### src/rtl/pipeline_pkg.sv
// Shared types and constants for the pipeline hazard controller and datapath.
package pipeline_pkg;

    localparam int REG_ADDR_W = 3;

    // ADDI x0, x0, 0 -- loaded into IF/ID on a flush
    localparam logic [31:0] NOP_INSTR = 32'h0000_0013;

    typedef enum logic [1:0] {
        RUN      = 2'd0,
        LU_STALL = 2'd1,
        MEM_WAIT = 2'd2
    } hz_state_t;

endpackage

### src/rtl/pipeline_hazard_ctrl_hazard_detect.sv
// Load-use compare between the ID-stage sources and the EX-stage load target.
module hazard_detect #(
    parameter int REG_ADDR_W = 3
) (
    input  logic [REG_ADDR_W-1:0] id_rs1,
    input  logic [REG_ADDR_W-1:0] id_rs2,
    input  logic                  id_rs1_used,
    input  logic                  id_rs2_used,
    input  logic [REG_ADDR_W-1:0] ex_rd,
    input  logic                  ex_mem_read,
    output logic                  load_use
);

    logic rs1_hit;
    logic rs2_hit;

    assign rs1_hit  = id_rs1_used && (id_rs1 == ex_rd);
    assign rs2_hit  = id_rs2_used && (id_rs2 == ex_rd);
    // x0 is hard-wired, so a load targeting it never creates a dependency
    assign load_use = ex_mem_read && (ex_rd != '0) && (rs1_hit || rs2_hit);

endmodule

### src/rtl/pipeline_hazard_ctrl.sv
// Pipeline sequencing FSM: PC / IF/ID / ID/EX / EX/MEM enables plus perf counters.
//   state    | meaning
//   RUN      | normal flow; branch, load-use and mem wait evaluated each cycle
//   LU_STALL | holding PC and IF/ID, bubbling ID/EX for a load-use hazard
//   MEM_WAIT | data memory busy; whole pipeline frozen
module pipeline_hazard_ctrl
    import pipeline_pkg::*;
#(
    parameter int REG_ADDR_W   = pipeline_pkg::REG_ADDR_W,
    parameter int LU_STALL_CYC = 1,
    parameter int CNT_W        = 16
) (
    input  logic                  clk,
    input  logic                  rst,
    input  logic [REG_ADDR_W-1:0] id_rs1,
    input  logic [REG_ADDR_W-1:0] id_rs2,
    input  logic                  id_rs1_used,
    input  logic                  id_rs2_used,
    input  logic [REG_ADDR_W-1:0] ex_rd,
    input  logic                  ex_mem_read,
    input  logic                  ex_branch_taken,
    input  logic                  mem_busy,
    output logic                  pc_write,
    output logic                  if_id_write,
    output logic                  if_id_flush,
    output logic                  id_ex_bubble,
    output logic                  ex_mem_write,
    output logic [CNT_W-1:0]      stall_count,
    output logic [CNT_W-1:0]      flush_count
);

    localparam logic [2:0] LU_LOAD = 3'(LU_STALL_CYC - 1);

    hz_state_t  state, state_nxt;
    logic [2:0] stall_cnt, stall_cnt_nxt;
    logic       load_use;
    logic       flush_hit;

    hazard_detect #(.REG_ADDR_W(REG_ADDR_W)) u_hazard_detect (
        .id_rs1      (id_rs1),
        .id_rs2      (id_rs2),
        .id_rs1_used (id_rs1_used),
        .id_rs2_used (id_rs2_used),
        .ex_rd       (ex_rd),
        .ex_mem_read (ex_mem_read),
        .load_use    (load_use)
    );

    always_ff @(posedge clk or negedge rst) begin
        if (!rst) begin
            state       <= RUN;
            stall_cnt   <= '0;
            stall_count <= '0;
            flush_count <= '0;
        end else begin
            state     <= state_nxt;
            stall_cnt <= stall_cnt_nxt;
            if (!pc_write && (stall_count != '1))
                stall_count <= stall_count + CNT_W'(1);
            if (flush_hit && (flush_count != '1))
                flush_count <= flush_count + CNT_W'(1);
        end
    end

    always_comb begin
        state_nxt     = state;
        stall_cnt_nxt = stall_cnt;
        flush_hit     = 1'b0;
        pc_write      = 1'b1;
        if_id_write   = 1'b1;
        if_id_flush   = 1'b0;
        id_ex_bubble  = 1'b0;
        ex_mem_write  = 1'b1;

        // MEM_WAIT with mem_busy low falls through to the RUN rules
        if (mem_busy) begin
            pc_write      = 1'b0;
            if_id_write   = 1'b0;
            ex_mem_write  = 1'b0;
            stall_cnt_nxt = '0;
            state_nxt     = MEM_WAIT;
        end else if (ex_branch_taken) begin
            if_id_flush   = 1'b1;
            id_ex_bubble  = 1'b1;
            flush_hit     = 1'b1;
            stall_cnt_nxt = '0;
            state_nxt     = RUN;
        end else if (state == LU_STALL) begin
            pc_write      = 1'b0;
            if_id_write   = 1'b0;
            id_ex_bubble  = 1'b1;
            stall_cnt_nxt = (stall_cnt != '0) ? stall_cnt - 3'd1 : 3'd0;
            if (stall_cnt <= 3'd1)
                state_nxt = RUN;
        end else if (load_use) begin
            pc_write      = 1'b0;
            if_id_write   = 1'b0;
            id_ex_bubble  = 1'b1;
            stall_cnt_nxt = LU_LOAD;
            state_nxt     = (LU_STALL_CYC > 1) ? LU_STALL : RUN;
        end else begin
            state_nxt = RUN;
        end

        if (!rst) begin
            pc_write     = 1'b0;
            if_id_write  = 1'b0;
            if_id_flush  = 1'b1;
            id_ex_bubble = 1'b1;
            ex_mem_write = 1'b0;
        end
    end

endmodule

### config.mk
export PLATFORM = sky130hd
export DESIGN_NAME = pipeline_hazard_ctrl
export DESIGN_NICKNAME = d
export VERILOG_FILES = /design/src/rtl/pipeline_pkg.sv /design/src/rtl/pipeline_hazard_ctrl_hazard_detect.sv /design/src/rtl/pipeline_hazard_ctrl.sv
export SDC_FILE = /design/constraint.sdc
export NUM_CORES = 1
export LEC_CHECK = 0
export ABC_AREA = 1
export BUFFER_PORTS_ARGS = -buffer_cell sky130_fd_sc_hd__buf_2
export CORE_UTILIZATION = 30
export DETAILED_ROUTE_END_ITERATION = 10
export PLACE_DENSITY_LB_ADDON = 0.2
export SYNTH_ARGS = -nofsm -noshare
export SYNTH_HDL_FRONTEND = slang
export SYNTH_HIERARCHICAL = 1
export SYNTH_SLANG_ARGS = --single-unit
export TNS_END_PERCENT = 100
### constraint.sdc
create_clock -name clk -period 2.1 [get_ports clk]
set_input_delay 0 -clock clk [delete_from_list [all_inputs] [get_ports clk]]
set_output_delay 0 -clock clk [all_outputs]
set_load 0.01 [all_outputs]
==> flow_metrics.py, run 1 <==
metrics = {
    "cells_and_area": {
        "fin_area_sq_um": 2603,
        "seqCellArea_sq_um": 800.8,
        "synthToLayoutAreaGrowth_pct": 22.35,
        "fillers": 769,
        "drive_gt1_share_pct": 20.00,
        "diodes": 0,
        "nets": 402,
        "multiInputGateArea_sq_um": 1172,
    },
    "setup_path": {
        "worst-setup-path-type": "register to register",
        "startpoint_type": "register",
        "critPathCaptureType": "register",
        "worst-path-max-fanout": 11,
        "arrival_ns": 1.94,
        "critical_path.slowest_cell": "dfrtp_1",
        "slowest_delay_ns": 0.45,
        "required_ns": 2.32,
        "crit_path_cell_trace": "ha_1, nand3_1, inv_2, nand2_4, nor2_4, nor2_4, buf_4, nand2_1, nand2_1",
    },
    "pwr": {
        "finalPower_mw": 1.815,
        "p_per_area_nw_per_um2": 697.6,
        "ir_drop_mv": 0.4024,
        "p_leak_nw": 1.363,
    },
    "sta": {
        "rsz0062_at_grt": "false",
        "slew-limit-headroom_pct": 69.81,
        "tns_ns": 0,
        "fin_worst_skew_ns": 0.006507,
        "timing.final.crit_period_ns": 1.715,
        "final_hold_viol_count": 0,
        "holdWs_ns": 0.06341,
        "slew_violations": 0,
        "setup_violations": 0,
        "post-route-period-util_pct": 81.65,
        "worst_pin_slew_ns": 0.4528,
        "max_freq_mhz": 583.2,
    },
    "hold_path": {
        "hold_path.class": "primary input to register",
    },
    "global_routing": {
        "grt_start_max_net_pins": 35,
        "groute.usage.overall_pct": 15.34,
        "grt_pass1_wl_microns": 8866,
        "grt_pass1_vias": 1907,
        "antenna_found_initial": 0,
        "gr-total-overflow": 0,
    },
    "route": {
        "drtIter0Drc": 95,
        "drt-pass1-iter-count": 4,
        "wl_per_cell_microns": 10.83,
        "ant_nets": 0,
        "post_drt_via_cell_ratio": 4.283,
        "finalWirelength_microns": 5207,
        "num_vias": 2060,
        "drc_errors": 0,
    },
    "cts": {
        "numCtsBuffers": 5,
        "cts_buffer_depth": 2,
        "clkSinkCount": 32,
        "clkSlewWorstSetupHoldPaths_ns": 0.07,
        "ctsResizeCount": 0,
        "cts_tree": "done",
        "htree_num_levels": 2,
        "insertion_delay_ns": 0.29,
        "ctsRootBufferMaster": "clkbuf_8",
    },
    "logic_synthesis": {
        "synth_top_area_cell": "dfrtp_1",
        "synthFlopType": "dfrtp_1",
        "synth_warnings": 6,
        "ys_types": 26,
        "synth_top_area_share_pct": 37.65,
        "synth_area_leaders": "dfrtp_1, nand2_1, nor2_1",
        "ys_seq_area_share_pct": 37.65,
        "syn_nets": 342,
        "async_flop_share_pct": 100.0,
        "ys_ff_latch": 32,
        "avgSynthCellArea_sq_um": 6.565,
        "syn_inst": 324,
        "synth_edf_count": 0,
        "synth_area_sq_um": 2127,
    },
    "die": {
        "die_height_microns": 86.20,
        "die_area_sq_um": 7430,
        "ios": 53,
        "rows": 30,
        "core_sq_um": 6832,
        "initial_core_util_pct": 31.14,
        "dieWidth_microns": 86.20,
    },
    "status": {
        "status": "finished, final reports clean",
    },
    "placement": {
        "postPlaceCellArea_sq_um": 2502,
        "io_buffers": 52,
        "place_congestion": 0.7958,
        "hpwl_microns": 3949,
    },
    "flow_run": {
        "drv_cap": 0,
    },
}
cells in the final DEF (no fill, tap or decap):
cell type      instances
xor2_1                 5
o31ai_1                1
o21ai_2                1
nor2_1                40
xnor2_1                8
nand2_4                1
nor3_1                 1
nand3_1               11
and3_1                 1
nand2_2                2
buf_2                 52
nor2_2                 2
clkbuf_8               6
buf_4                  5
inv_4                  1
inv_1                 25
dfrtp_1               32
nand2_1              158
nor2_4                 3
clkbuf_1               2
o21ai_0                9
dlygate4sd3_1          1
nand3b_1               6
ha_1                   2
o211ai_1               1
a21oi_2                1
inv_2                  3
nand4_1                5
area by class of cell:
cell class	count	area share, %
Multi-Input combinational cell	258	45.05
Inverter	29	4.279
Tap cell	96	4.615
Sequential cell	32	30.77
Clock buffer	8	3.462
Timing Repair Buffer	58	11.83
state kept, by name, indices dropped and copies added (netlist names):
name	flops
flush_count	16
stall_count	16
where the power goes:
part	leakage (nW)	switching, mW	total, mW	internal, mW
Combinational	0.886	0.269	0.473	0.204
Clock	0.0455	0.236	0.503	0.267
Sequential	0.432	0.129	0.839	0.710
Total	1.36	0.634	1.82	1.18
worst paths after layout:
check                                     start              end  slack (ns)  cells past startpoint
min in group asynchronous                   rst   stall_count[9]        0.32                      3
worst max-delay path             stall_count[0]   stall_count[0]        0.39                      9
max in group asynchronous                   rst   stall_count[0]        1.44                      3
worst max register to register   stall_count[0]   stall_count[0]        0.39                      9
worst min register to register  flush_count[15]  flush_count[15]        0.51                      2
worst min-delay path            ex_branch_taken  stall_count[12]        0.06                      4
Yosys cell counts, types with 3 or more instances:
master	number
nand4_1	5
dfrtp_1	32
nand3b_1	6
nor2_1	40
o21ai_0	9
xnor2_1	8
inv_2	3
nand3_1	11
inv_1	25
nor2_4	3
xor2_1	5
nand2_1	158
through the flow:
stage | cells | setup slack (ns) | util [%]
floorplan | 324 | 0.5381 | -
global placement | 472 | 0.4554 | 36.63
detailed placement | 472 | 0.3960 | 36.63
CTS | 481 | 0.3573 | 38.10
global route | 481 | 0.2267 | 38.10
finish | 481 | 0.3853 | 38.10
what timing repair did:
action                    CTS  global route
setup buffers               0             0
hold buffers                1             0
hold endpoints to repair   32             0
worst max-delay path: cells and delay by family (launching register included):
kind,cells,cell delay (ns)
buffers and inverters,2,0.28
adder cells (fa/ha/maj),1,0.26
AND/OR/NAND/NOR,6,0.66
flip-flops,1,0.45
metal layers:
| layer | up-vias | GRT usage [%] | wire, microns |
|---|---|---|---|
| met5 | - | 0 | 0 |
| met3 | 6 | 4.667 | 305 |
| met4 | 0 | 5.758 | 77 |
| met1 | 895 | 20.61 | 2523 |
| met2 | 47 | 23.16 | 2301 |
| li1 | 1112 | - | - |
kinds of logic after synthesis:
group	Yosys count	share of synthesized area, %
AOI/OAI and AO/OA	13	3.647
xor gates and xnor gates	13	5.353
adders and majority gates	2	1.176
buffers and inverters	34	7.235
DFF	32	37.65
and+or+nand+nor	230	44.94
No activity file was read; power rests on OpenSTA's default activity.
==> run 2, diff against run 1 <==
==> constraint.sdc (replaced) <==
create_clock -name clk -period 1.44 [get_ports clk]
set_input_delay 0 -clock clk [delete_from_list [all_inputs] [get_ports clk]]
set_output_delay 0 -clock clk [all_outputs]
set_load 0.01 [all_outputs]
==> flow_metrics.py, run 2 (same netlist as run 1, synthesis figures left out) <==
metrics = {
    "route": {
        "highest_layer": "met4",
        "route.met3.wl_microns": 221,
        "wl_per_cell_microns": 11.15,
        "post_drt_via_cell_ratio": 4.332,
        "drtIter0Drc": 84,
        "finalWirelength_microns": 5843,
        "ant_nets": 0,
        "drc_errors": 0,
        "met2WireLength_microns": 2675,
        "drt-pass1-iter-count": 6,
        "num_vias": 2270,
        "wl_met1_microns": 2870,
    },
    "global_routing": {
        "groute.usage.overall_pct": 16.23,
        "grt_pass1_wl_microns": 9397,
        "grt_start_max_net_pins": 19,
        "antenna_found_initial": 0,
        "grt_pass1_vias": 1978,
        "gr-total-overflow": 0,
    },
    "setup_path": {
        "startpoint_type": "register",
        "worst-path-max-fanout": 5,
        "worst-setup-path-type": "register to register",
        "required_ns": 1.63,
        "setup.worst_path.start": "stall_count[1]",
        "arrival_ns": 1.60,
        "r2r-start": "stall_count[1]",
        "critPathCaptureType": "register",
    },
    "sta": {
        "setup_violations": 0,
        "final_hold_viol_count": 0,
        "worst_pin_slew_ns": 0.3008,
        "post-route-period-util_pct": 98.49,
        "rsz0062_at_grt": "true",
        "max_freq_mhz": 705.1,
        "slew-limit-headroom_pct": 79.78,
        "fin_worst_skew_ns": 0.008921,
        "timing.final.crit_period_ns": 1.418,
        "slew_violations": 0,
    },
    "cells_and_area": {
        "reg_top3": "flush_count: 16 flops, stall_count: 16 flops",
        "layout_common_cells": "nand2_1, buf_2, buf_4",
        "drive_gt1_share_pct": 37.62,
        "layout_commonest_cell": "nand2_1",
        "synthToLayoutAreaGrowth_pct": 47.71,
        "nets": 445,
        "diodes": 0,
        "fillers": 726,
        "post-route-util_pct": 45.99,
        "fin_area_sq_um": 3142,
    },
    "pwr": {
        "finalPower_mw": 3.197,
        "p_leak_nw": 1.626,
        "p_per_area_nw_per_um2": 1018,
        "ir_drop_mv": 0.4085,
    },
    "die": {
        "dieWidth_microns": 86.20,
        "die_height_microns": 86.20,
        "core_sq_um": 6832,
        "ios": 53,
        "initial_core_util_pct": 31.14,
        "rows": 30,
        "die_area_sq_um": 7430,
    },
    "placement": {
        "io_buffers": 52,
        "place_congestion": 0.7689,
        "hpwl_microns": 4415,
        "postPlaceCellArea_sq_um": 2804,
    },
    "flow_run": {
        "drv_cap": 0,
    },
    "hold_path": {
        "hold_start": "mem_busy",
        "hold_path.class": "primary input to register",
    },
    "cts": {
        "ctsRootBufferMaster": "clkbuf_8",
        "htree_num_levels": 2,
        "clkSlewWorstSetupHoldPaths_ns": 0.08,
        "numCtsBuffers": 5,
        "cts_buffer_depth": 2,
        "insertion_delay_ns": 0.29,
        "cts_tree": "done",
        "clkSinkCount": 32,
    },
    "status": {
        "status": "finished, final reports clean",
    },
}
-- run 2: stage by stage --
step	hold WS, ns	cells	setup TNS, ns	worst slack (ns)
after floorplan	-0.2956	324	0	0.002084
final	0.1831	524	0	0.02171
after global routing	0.2023	524	-1.330	-0.06401
after CTS	0.1826	516	0	0.01466
after detailed placement	0.03664	507	-0.7152	-0.07787
after global placement	0.04711	507	-0.3658	-0.05025
-- run 2: power breakdown --
group	total, mW	internal [mW]	switching, mW
clock network	0.882	0.514	0.368
registers	1.19	1.04	0.151
logic	1.12	0.564	0.560
-- run 2: layout make-up --
type	count	area, sq um	share of cell area [%]
Clock buffer	6	72.57	2.310
Sequential cell	32	805.8	25.65
Tap cell	96	120.1	3.823
Inverter	29	113.9	3.624
Timing Repair Buffer	101	695.7	22.14
Clock inverter	2	35.03	1.115
Multi-Input combinational cell	258	1299	41.34
-- run 2: per-layer routing --
layer | global-route usage, % | vias to the layer above
li1 | - | 1202
met1 | 22.77 | 1024
met2 | 24.89 | 37
met3 | 3.619 | 7
met4 | 5.000 | 0
met5 | 0 | -
-- run 2: final timing paths --
kind	to	slack (ns)	cells past startpoint
worst max-delay path	stall_count[3]	0.02	10
worst min-delay path	flush_count[5]	0.18	5
worst max register to register	stall_count[3]	0.02	10
worst min register to register	flush_count[15]	0.50	2
max in group asynchronous	stall_count[8]	0.65	4
min in group asynchronous	flush_count[3]	0.25	3
-- run 2: timing repair --
item / CTS / global route
hold endpoints to repair: 15 / 0
hold buffers: 1 / 0
cloned: 0 / 1
setup endpoints to repair: 8 / 30
resized for setup: 1 / 51
pin swaps: 0 / 23
buffers inserted: 0 / 10
-- run 2: worst max-delay path: stages (launching register included) --
cell,delay (ns)
dfrtp_1,0.39
ha_4,0.16
nand3_4,0.08
inv_2,0.08
nand2_4,0.05
nor2_4,0.10
nor2_4,0.05
buf_12,0.14
clkbuf_16,0.15
nand2_1,0.05
nand2_1,0.05
